## config.mk

```make
export PLATFORM = sky130hd
export DESIGN_NAME = sar_ctrl_param_flat
export DESIGN_NICKNAME = d
export VERILOG_FILES = /design/src/rtl/sar_pkg.sv /design/src/rtl/sar_ctrl_param_if.sv /design/src/rtl/sar_bit_engine.sv /design/src/rtl/sar_ctrl_param.sv /design/src/flat_wrapper.sv
export SDC_FILE = /design/constraint.sdc
export NUM_CORES = 1
export LEC_CHECK = 0
export BUFFER_PORTS_ARGS = -buffer_cell sky130_fd_sc_hd__buf_2
export CELL_PAD_IN_SITES_DETAIL_PLACEMENT = 1
export CELL_PAD_IN_SITES_GLOBAL_PLACEMENT = 1
export CORE_MARGIN = 3
export CORE_UTILIZATION = 40
export DETAILED_ROUTE_END_ITERATION = 10
export GPL_TIMING_DRIVEN = 0
export PLACE_DENSITY = 0.82
export REMOVE_ABC_BUFFERS = 1
export SETUP_SLACK_MARGIN = 0.05
export SKIP_LAST_GASP = 1
export SYNTH_ARGS = -nofsm -noshare
export SYNTH_HDL_FRONTEND = slang
export SYNTH_SLANG_ARGS = --single-unit
export TNS_END_PERCENT = 20
```

## constraint.sdc

```tcl
create_clock -name clk -period 2.03 [get_ports clk]
set_input_delay 0 -clock clk [delete_from_list [all_inputs] [get_ports clk]]
set_output_delay 0 -clock clk [all_outputs]
set_load 0.05 [all_outputs]
```

## src/rtl/sar_pkg.sv

```systemverilog
// Shared definitions for the SAR ADC controller: FSM state encodings and
// legal parameter ranges.
package sar_pkg;

  typedef enum logic [1:0] {
    ST_IDLE    = 2'd0,
    ST_SAMPLE  = 2'd1,
    ST_CONVERT = 2'd2,
    ST_DONE    = 2'd3
  } sar_state_e;

  localparam int unsigned SAR_WIDTH_MIN  = 2;
  localparam int unsigned SAR_WIDTH_MAX  = 16;
  localparam int unsigned SAR_SAMPLE_MIN = 1;
  localparam int unsigned SAR_SAMPLE_MAX = 255;

endpackage : sar_pkg

```

## src/rtl/sar_ctrl_param_if.sv

```systemverilog
// Handshake/analog-side bundle between the SAR controller, the comparator/DAC
// and the result consumer.
interface sar_ctrl_param_if #(
  parameter int unsigned WIDTH = 8
);

  logic             start;
  logic             abort;
  logic             cont_mode;
  logic             cmp;
  logic             sample;
  logic [WIDTH-1:0] dac_code;
  logic             busy;
  logic [WIDTH-1:0] result;
  logic             result_valid;

  // controller side
  modport slave (
    input  start, abort, cont_mode, cmp,
    output sample, dac_code, busy, result, result_valid
  );

  // requester / analog-model side
  modport master (
    output start, abort, cont_mode, cmp,
    input  sample, dac_code, busy, result, result_valid
  );

endinterface : sar_ctrl_param_if

```

## src/rtl/sar_bit_engine.sv

```systemverilog
// Successive-approximation datapath: one-hot trial mask and trial-code
// register, resolving one bit per step MSB-first.
module sar_bit_engine #(
  parameter int unsigned WIDTH = 8
) (
  input  logic             clk,
  input  logic             reset,
  input  logic             load,
  input  logic             step,
  input  logic             clear,
  input  logic             cmp,
  output logic [WIDTH-1:0] dac_code,
  output logic             last_bit,
  output logic [WIDTH-1:0] resolved_c
);

  localparam logic [WIDTH-1:0] MSB_ONEHOT = {1'b1, {(WIDTH-1){1'b0}}};

  logic [WIDTH-1:0] code_q, code_d;
  logic [WIDTH-1:0] mask_q, mask_d;

  // Current trial code with the bit under test kept or dropped by cmp
  always_comb begin
    resolved_c = cmp ? code_q : (code_q & ~mask_q);
    code_d     = code_q;
    mask_d     = mask_q;
    if (clear) begin
      code_d = '0;
      mask_d = '0;
    end else if (load) begin
      code_d = MSB_ONEHOT;
      mask_d = MSB_ONEHOT;
    end else if (step) begin
      // shifting past bit 0 leaves mask empty, so no trial bit is added
      code_d = resolved_c | (mask_q >> 1);
      mask_d = mask_q >> 1;
    end
  end

  always_ff @(posedge clk) begin
    if (reset) begin
      code_q <= '0;
      mask_q <= '0;
    end else begin
      code_q <= code_d;
      mask_q <= mask_d;
    end
  end

  assign dac_code = code_q;
  assign last_bit = mask_q[0];

endmodule : sar_bit_engine

```

## src/rtl/sar_ctrl_param.sv

```systemverilog
// SAR ADC controller: sample phase, WIDTH-cycle MSB-first conversion, registered
// result with one-cycle valid strobe, start/busy handshake, continuous mode, abort.
module sar_ctrl_param
  import sar_pkg::*;
#(
  parameter int unsigned WIDTH         = 8,
  parameter int unsigned SAMPLE_CYCLES = 2
) (
  input  logic             clk,
  input  logic             reset,
  sar_ctrl_param_if.slave  bus
);

  localparam int unsigned CNT_W = $clog2(SAMPLE_CYCLES + 1);

  if (WIDTH < SAR_WIDTH_MIN || WIDTH > SAR_WIDTH_MAX) begin : g_bad_width
    $error("sar_ctrl_param: WIDTH outside supported range");
  end
  if (SAMPLE_CYCLES < SAR_SAMPLE_MIN || SAMPLE_CYCLES > SAR_SAMPLE_MAX) begin : g_bad_sample
    $error("sar_ctrl_param: SAMPLE_CYCLES outside supported range");
  end

  sar_state_e       state_q, state_d;
  logic [CNT_W-1:0] cnt_q, cnt_d;
  logic             sample_q, sample_d;
  logic             busy_q, busy_d;
  logic [WIDTH-1:0] result_q, result_d;
  logic             result_valid_q, result_valid_d;

  logic             eng_load;
  logic             eng_step;
  logic             eng_clear;
  logic [WIDTH-1:0] eng_dac_code;
  logic             eng_last_bit;
  logic [WIDTH-1:0] eng_resolved_c;

  sar_bit_engine #(
    .WIDTH (WIDTH)
  ) u_bit_engine (
    .clk        (clk),
    .reset      (reset),
    .load       (eng_load),
    .step       (eng_step),
    .clear      (eng_clear),
    .cmp        (bus.cmp),
    .dac_code   (eng_dac_code),
    .last_bit   (eng_last_bit),
    .resolved_c (eng_resolved_c)
  );

  // Next-state and registered-output logic
  always_comb begin
    state_d        = state_q;
    cnt_d          = cnt_q;
    sample_d       = sample_q;
    busy_d         = busy_q;
    result_d       = result_q;
    result_valid_d = 1'b0;
    eng_load       = 1'b0;
    eng_step       = 1'b0;
    eng_clear      = 1'b0;

    unique case (state_q)
      ST_IDLE: begin
        sample_d = 1'b0;
        busy_d   = 1'b0;
        if (bus.start && !bus.abort) begin
          state_d   = ST_SAMPLE;
          sample_d  = 1'b1;
          busy_d    = 1'b1;
          cnt_d     = CNT_W'(SAMPLE_CYCLES);
          eng_clear = 1'b1;
        end
      end

      ST_SAMPLE: begin
        if (bus.abort) begin
          state_d   = ST_IDLE;
          sample_d  = 1'b0;
          busy_d    = 1'b0;
          eng_clear = 1'b1;
        end else if (cnt_q == CNT_W'(1)) begin
          state_d  = ST_CONVERT;
          sample_d = 1'b0;
          eng_load = 1'b1;
        end else begin
          cnt_d = cnt_q - CNT_W'(1);
        end
      end

      ST_CONVERT: begin
        if (bus.abort) begin
          state_d   = ST_IDLE;
          sample_d  = 1'b0;
          busy_d    = 1'b0;
          eng_clear = 1'b1;
        end else begin
          eng_step = 1'b1;
          if (eng_last_bit) begin
            state_d        = ST_DONE;
            result_d       = eng_resolved_c;
            result_valid_d = 1'b1;
          end
        end
      end

      ST_DONE: begin
        // dac_code returns to zero on leaving DONE, into IDLE or a fresh sample
        eng_clear = 1'b1;
        if (!bus.abort && bus.cont_mode) begin
          state_d  = ST_SAMPLE;
          sample_d = 1'b1;
          cnt_d    = CNT_W'(SAMPLE_CYCLES);
        end else begin
          state_d  = ST_IDLE;
          sample_d = 1'b0;
          busy_d   = 1'b0;
        end
      end

      default: begin
        state_d   = ST_IDLE;
        cnt_d     = '0;
        sample_d  = 1'b0;
        busy_d    = 1'b0;
        result_d  = '0;
        eng_clear = 1'b1;
      end
    endcase
  end

  always_ff @(posedge clk) begin
    if (reset) begin
      state_q        <= ST_IDLE;
      cnt_q          <= '0;
      sample_q       <= 1'b0;
      busy_q         <= 1'b0;
      result_q       <= '0;
      result_valid_q <= 1'b0;
    end else begin
      state_q        <= state_d;
      cnt_q          <= cnt_d;
      sample_q       <= sample_d;
      busy_q         <= busy_d;
      result_q       <= result_d;
      result_valid_q <= result_valid_d;
    end
  end

  assign bus.sample       = sample_q;
  assign bus.dac_code     = eng_dac_code;
  assign bus.busy         = busy_q;
  assign bus.result       = result_q;
  assign bus.result_valid = result_valid_q;

endmodule : sar_ctrl_param

```

## src/flat_wrapper.sv

```systemverilog
// flat-port wrapper written by rule: the top's interface ports become plain ports
module sar_ctrl_param_flat import sar_pkg::*;
#(
  parameter int unsigned WIDTH         = 8,
  parameter int unsigned SAMPLE_CYCLES = 2
)
  (clk, reset, bus_start, bus_abort, bus_cont_mode, bus_cmp, bus_sample, bus_dac_code, bus_busy, bus_result, bus_result_valid);
  sar_ctrl_param_if #(.WIDTH(WIDTH)) bus_i ();
  input  logic clk;
  input  logic reset;
  input wire logic [$bits(bus_i.start)-1:0] bus_start;
  input wire logic [$bits(bus_i.abort)-1:0] bus_abort;
  input wire logic [$bits(bus_i.cont_mode)-1:0] bus_cont_mode;
  input wire logic [$bits(bus_i.cmp)-1:0] bus_cmp;
  output wire logic [$bits(bus_i.sample)-1:0] bus_sample;
  output wire logic [$bits(bus_i.dac_code)-1:0] bus_dac_code;
  output wire logic [$bits(bus_i.busy)-1:0] bus_busy;
  output wire logic [$bits(bus_i.result)-1:0] bus_result;
  output wire logic [$bits(bus_i.result_valid)-1:0] bus_result_valid;
  assign bus_i.start = bus_start;
  assign bus_i.abort = bus_abort;
  assign bus_i.cont_mode = bus_cont_mode;
  assign bus_i.cmp = bus_cmp;
  assign bus_sample = bus_i.sample;
  assign bus_dac_code = bus_i.dac_code;
  assign bus_busy = bus_i.busy;
  assign bus_result = bus_i.result;
  assign bus_result_valid = bus_i.result_valid;
  sar_ctrl_param #(.WIDTH(WIDTH), .SAMPLE_CYCLES(SAMPLE_CYCLES)) u_core (.clk(clk), .reset(reset), .bus(bus_i));
endmodule
```

==> results by group <==
Worst setup path
  – Crit path buffers/inverters: 1
  – Critical setup path kind: reg2reg
  – CP required: 2.26 ns
  – Critical path's largest stage delay: 0.52 ns
  – Arr. time, crit path: 2.04 ns
  – Crit path capture type: flop
  – Slowest-stage cell, CP: or4b_1
  – Crit path cell chain: inv_1, ha_1, nor2b_1, o21a_1, or4b_1, o31ai_1
  – CP Launch Type: flop
  – Top delay family on crit path: simple AND/OR/NAND/NOR gates
  – Critical path fanouts, max: 6

Yosys
  – Post-synthesis sequential area ratio: 0.448
  – Yosys warnings: 0
  – Synth top area share: 0.448
  – Synth Area per Inst: 8.11 µm²
  – Unique masters post-synth: 30
  – Flops & latches, synth: 31
  – Gate Count Post-Synth: 171
  – Post-Syn Area: 0.00139 mm²
  – Area leader, netlist: dfxtp_1
  – Top post-synthesis cells by area: dfxtp_1 (45%), nand2_1 (12%), a21oi_1 (10%)

Placed design
  – Pre-CTS setup slack: -0.0210 ns
  – DP Wirelength: 2.48 mm
  – Routability cong.: 0.815
  – # port buffers: 24
  – Placed insts: 232

Power and ir drop
  – Seq pwr share: 0.500
  – Switching Share: 0.286
  – Power Dens Cells: 789 mW/mm²
  – Power Internal: 909 µW
  – Gate power share: 0.169
  – Total power: 1270 µW
  – Max VDD drop: 0.000435 V
  – Clock Power Share: 0.332
  – LEAKAGE: 0.000608 µW
  – Switching Power: 365 µW

Route
  – Via density: 5.31
  – DR iter-0 viols: 34
  – Pre-antenna DRT Iters: 4
  – Avg WL per Cell: 14.2 µm
  – Detail Route Antenna Nets: 0
  – Remaining DRCs: 0
  – Post-Route WL: 3.43 mm
  – Vias post-DR: 1280

Clock tree
  – CTS buffer count: 5
  – CTS tree: yes
  – Clock sinks: 31
  – H-tree lvl count: 2
  – Clock Tree Buf Depth: 2
  – CTS root buffer: clkbuf_4
  – CTS clk-pin slew, worst paths: 0.10 ns
  – Skew-Pair Late Insertion Delay: 0.33 ns

STA
  – Setup ws final: 0.215 ns
  – Unrepaired setup endpoints after global routing: no
  – Slew headroom: 0.594
  – Post-route clock period utilization: 0.894
  – Worst-margin pin slew: 0.607 ns
  – FMAX: 551 MHz
  – Hold Vio Cnt, Final: 0
  – Clock skew: 0.00784 ns
  – Pins Over Slew Limit: 0
  – Crit path time final: 1.81 ns
  – Setup violators final: 0

Final layout
  – Util after Layout: 0.508
  – Post-Layout Cell Count: 241
  – Area growth from synthesis to layout: 16.4%
  – Layout fillers: 420
  – Layout cells sized above 1: 0.203
  – Nets: 208
  – Antenna cells: 0

Global routing
  – Antenna violations before repair: 0
  – GRT Residual Overflow: 0
  – Largest net degree at the start of global routing: 17
  – First-pass GRT wire length: 6.14 mm
  – Vias in the first global route: 1330
  – Global-route usage over all layers: 0.182

Die
  – Row count: 20
  – Chip height: 64.9 µm
  – Core area: 0.00318 mm²
  – Die width: 64.9 µm
  – Die area: 0.00421 mm²
  – Boundary pin count: 25
  – Initial Utilization: 0.436

Job
  – Max-Cap Viols: 0

Run status
  – Status: finished clean

Hold path
  – Hold Path Class: in2reg
[worst reg2reg max path: cells and delay by family, from the launching register on]
family / cells / cell delay, ns
AND/OR/NAND/NOR: 2 / 0.67
flip-flops: 1 / 0.40
AO/OA/AOI/OAI: 2 / 0.28
adder cells (fa/ha/maj): 1 / 0.26
buffers and inverters: 1 / 0.11
[cell type report]
type,instances,area (µm²),area share
Multi-Input combinational cell,128,717,0.444
Sequential cell,31,621,0.384
Timing Repair Buffer,25,130,0.0806
Clock buffer,7,65.1,0.0403
Tap cell,44,55.1,0.0341
Inverter,5,18.8,0.0116
Clock inverter,1,7.51,0.00465
[timing repair]
action | 4_1_cts | 5_1_grt
pin swaps | 0 | 0
hold buffers | 1 | 0
setup buffers | 0 | 0
endpoints found under the setup margin | 8 | 8
hold endpoints to repair | 1 | 0
resized for setup | 1 | 2
[power by group through the flow]
stage / Sequential [µW] / Clock, µW / Combinational [µW]
global placement: 648 / 0 / 202
finish: 636 / 423 / 215
CTS: 637 / 433 / 214
detailed placement: 651 / 0 / 212
floorplan: 660 / 0 / 144
global route: 639 / 460 / 243
[per-stage QoR]
| step | hold WS [ns] | setup TNS (ns) | cell area [µm²] |
|---|---|---|---|
| finish | 0.0460 | 0 | 1610 |
| global route | 0.0545 | 0 | 1610 |
| CTS | 0.0468 | 0 | 1610 |
| detailed placement | 0.325 | -0.0420 | 1530 |
| global placement | 0.318 | 0 | 1530 |
| floorplan | 0.0691 | 0 | 1350 |
[cell families (layout without fill, tap and decap cells)]
logic type / count (synthesis) / count (layout) / share of synthesized area
AOI/OAI and AO/OA: 42 / 42 / 0.173
DFF: 31 / 31 / 0.448
adders and majority gates: 6 / 6 / 0.0542
and+or+nand+nor: 80 / 80 / 0.285
buffers and inverters: 12 / 38 / 0.0397
[registers in the layout, indices dropped and copies added, names as in the netlist]
register / cells
u_core.bus.busy: 1
u_core.bus.result_valid: 1
u_core.bus.sample: 1
u_core.bus.result: 8
u_core.cnt_q: 2
u_core.state_q: 2
u_core.u_bit_engine.dac_code: 8
u_core.u_bit_engine.mask_q: 8
[cells in the mapped netlist]
cell,number
nor2b_2,1
nor3b_2,1
a32o_1,1
o22ai_1,1
a31oi_1,2
clkbuf_1,3
a311oi_1,1
o31ai_1,1
ha_1,6
nor2b_4,1
nor4_1,1
buf_4,2
nand2_1,45
nand2b_4,1
inv_1,5
nand2b_1,10
and2_1,1
nor2_1,3
o21a_1,2
dfxtp_1,31
a21oi_1,29
buf_2,2
o21ai_0,3
o211ai_1,1
nor2b_1,3
nand3_1,10
nor3_1,1
nand3b_1,1
a22oi_2,1
or4b_1,1
[metal layers]
layer / wire length, µm / part of all wire / GRT usage
met5: 0 / 0 / 0
met3: 126 / 0.037 / 0.0468
met4: 13 / 0.0038 / 0.0317
met1: 1540 / 0.45 / 0.222
met2: 1750 / 0.51 / 0.324
[placed cells by master, fill, tap and decap left out, types with 3 or more instances in the layout]
master / instances
nor2_1: 3
buf_2: 24
nand2b_1: 10
o21ai_0: 3
nand2_1: 44
clkbuf_4: 5
dfxtp_1: 31
ha_1: 6
nand3_1: 10
inv_1: 5
a21oi_1: 29
[path summary, 6_finish.rpt]
kind,start,end,cells past startpoint,slack (ns)
min,bus_cmp,u_core.bus.result[0]$_SDFFE_PP0P_,3,0.05
max reg2reg,u_core.state_q[0]$_SDFFE_PP0P_,u_core.state_q[1]$_SDFFE_PP0P_,6,0.22
max,u_core.state_q[0]$_SDFFE_PP0P_,u_core.state_q[1]$_SDFFE_PP0P_,6,0.22
min reg2reg,u_core.bus.result[1]$_SDFFE_PP0P_,u_core.bus.result[1]$_SDFFE_PP0P_,2,0.45
Power figures use the tool's default switching activity.
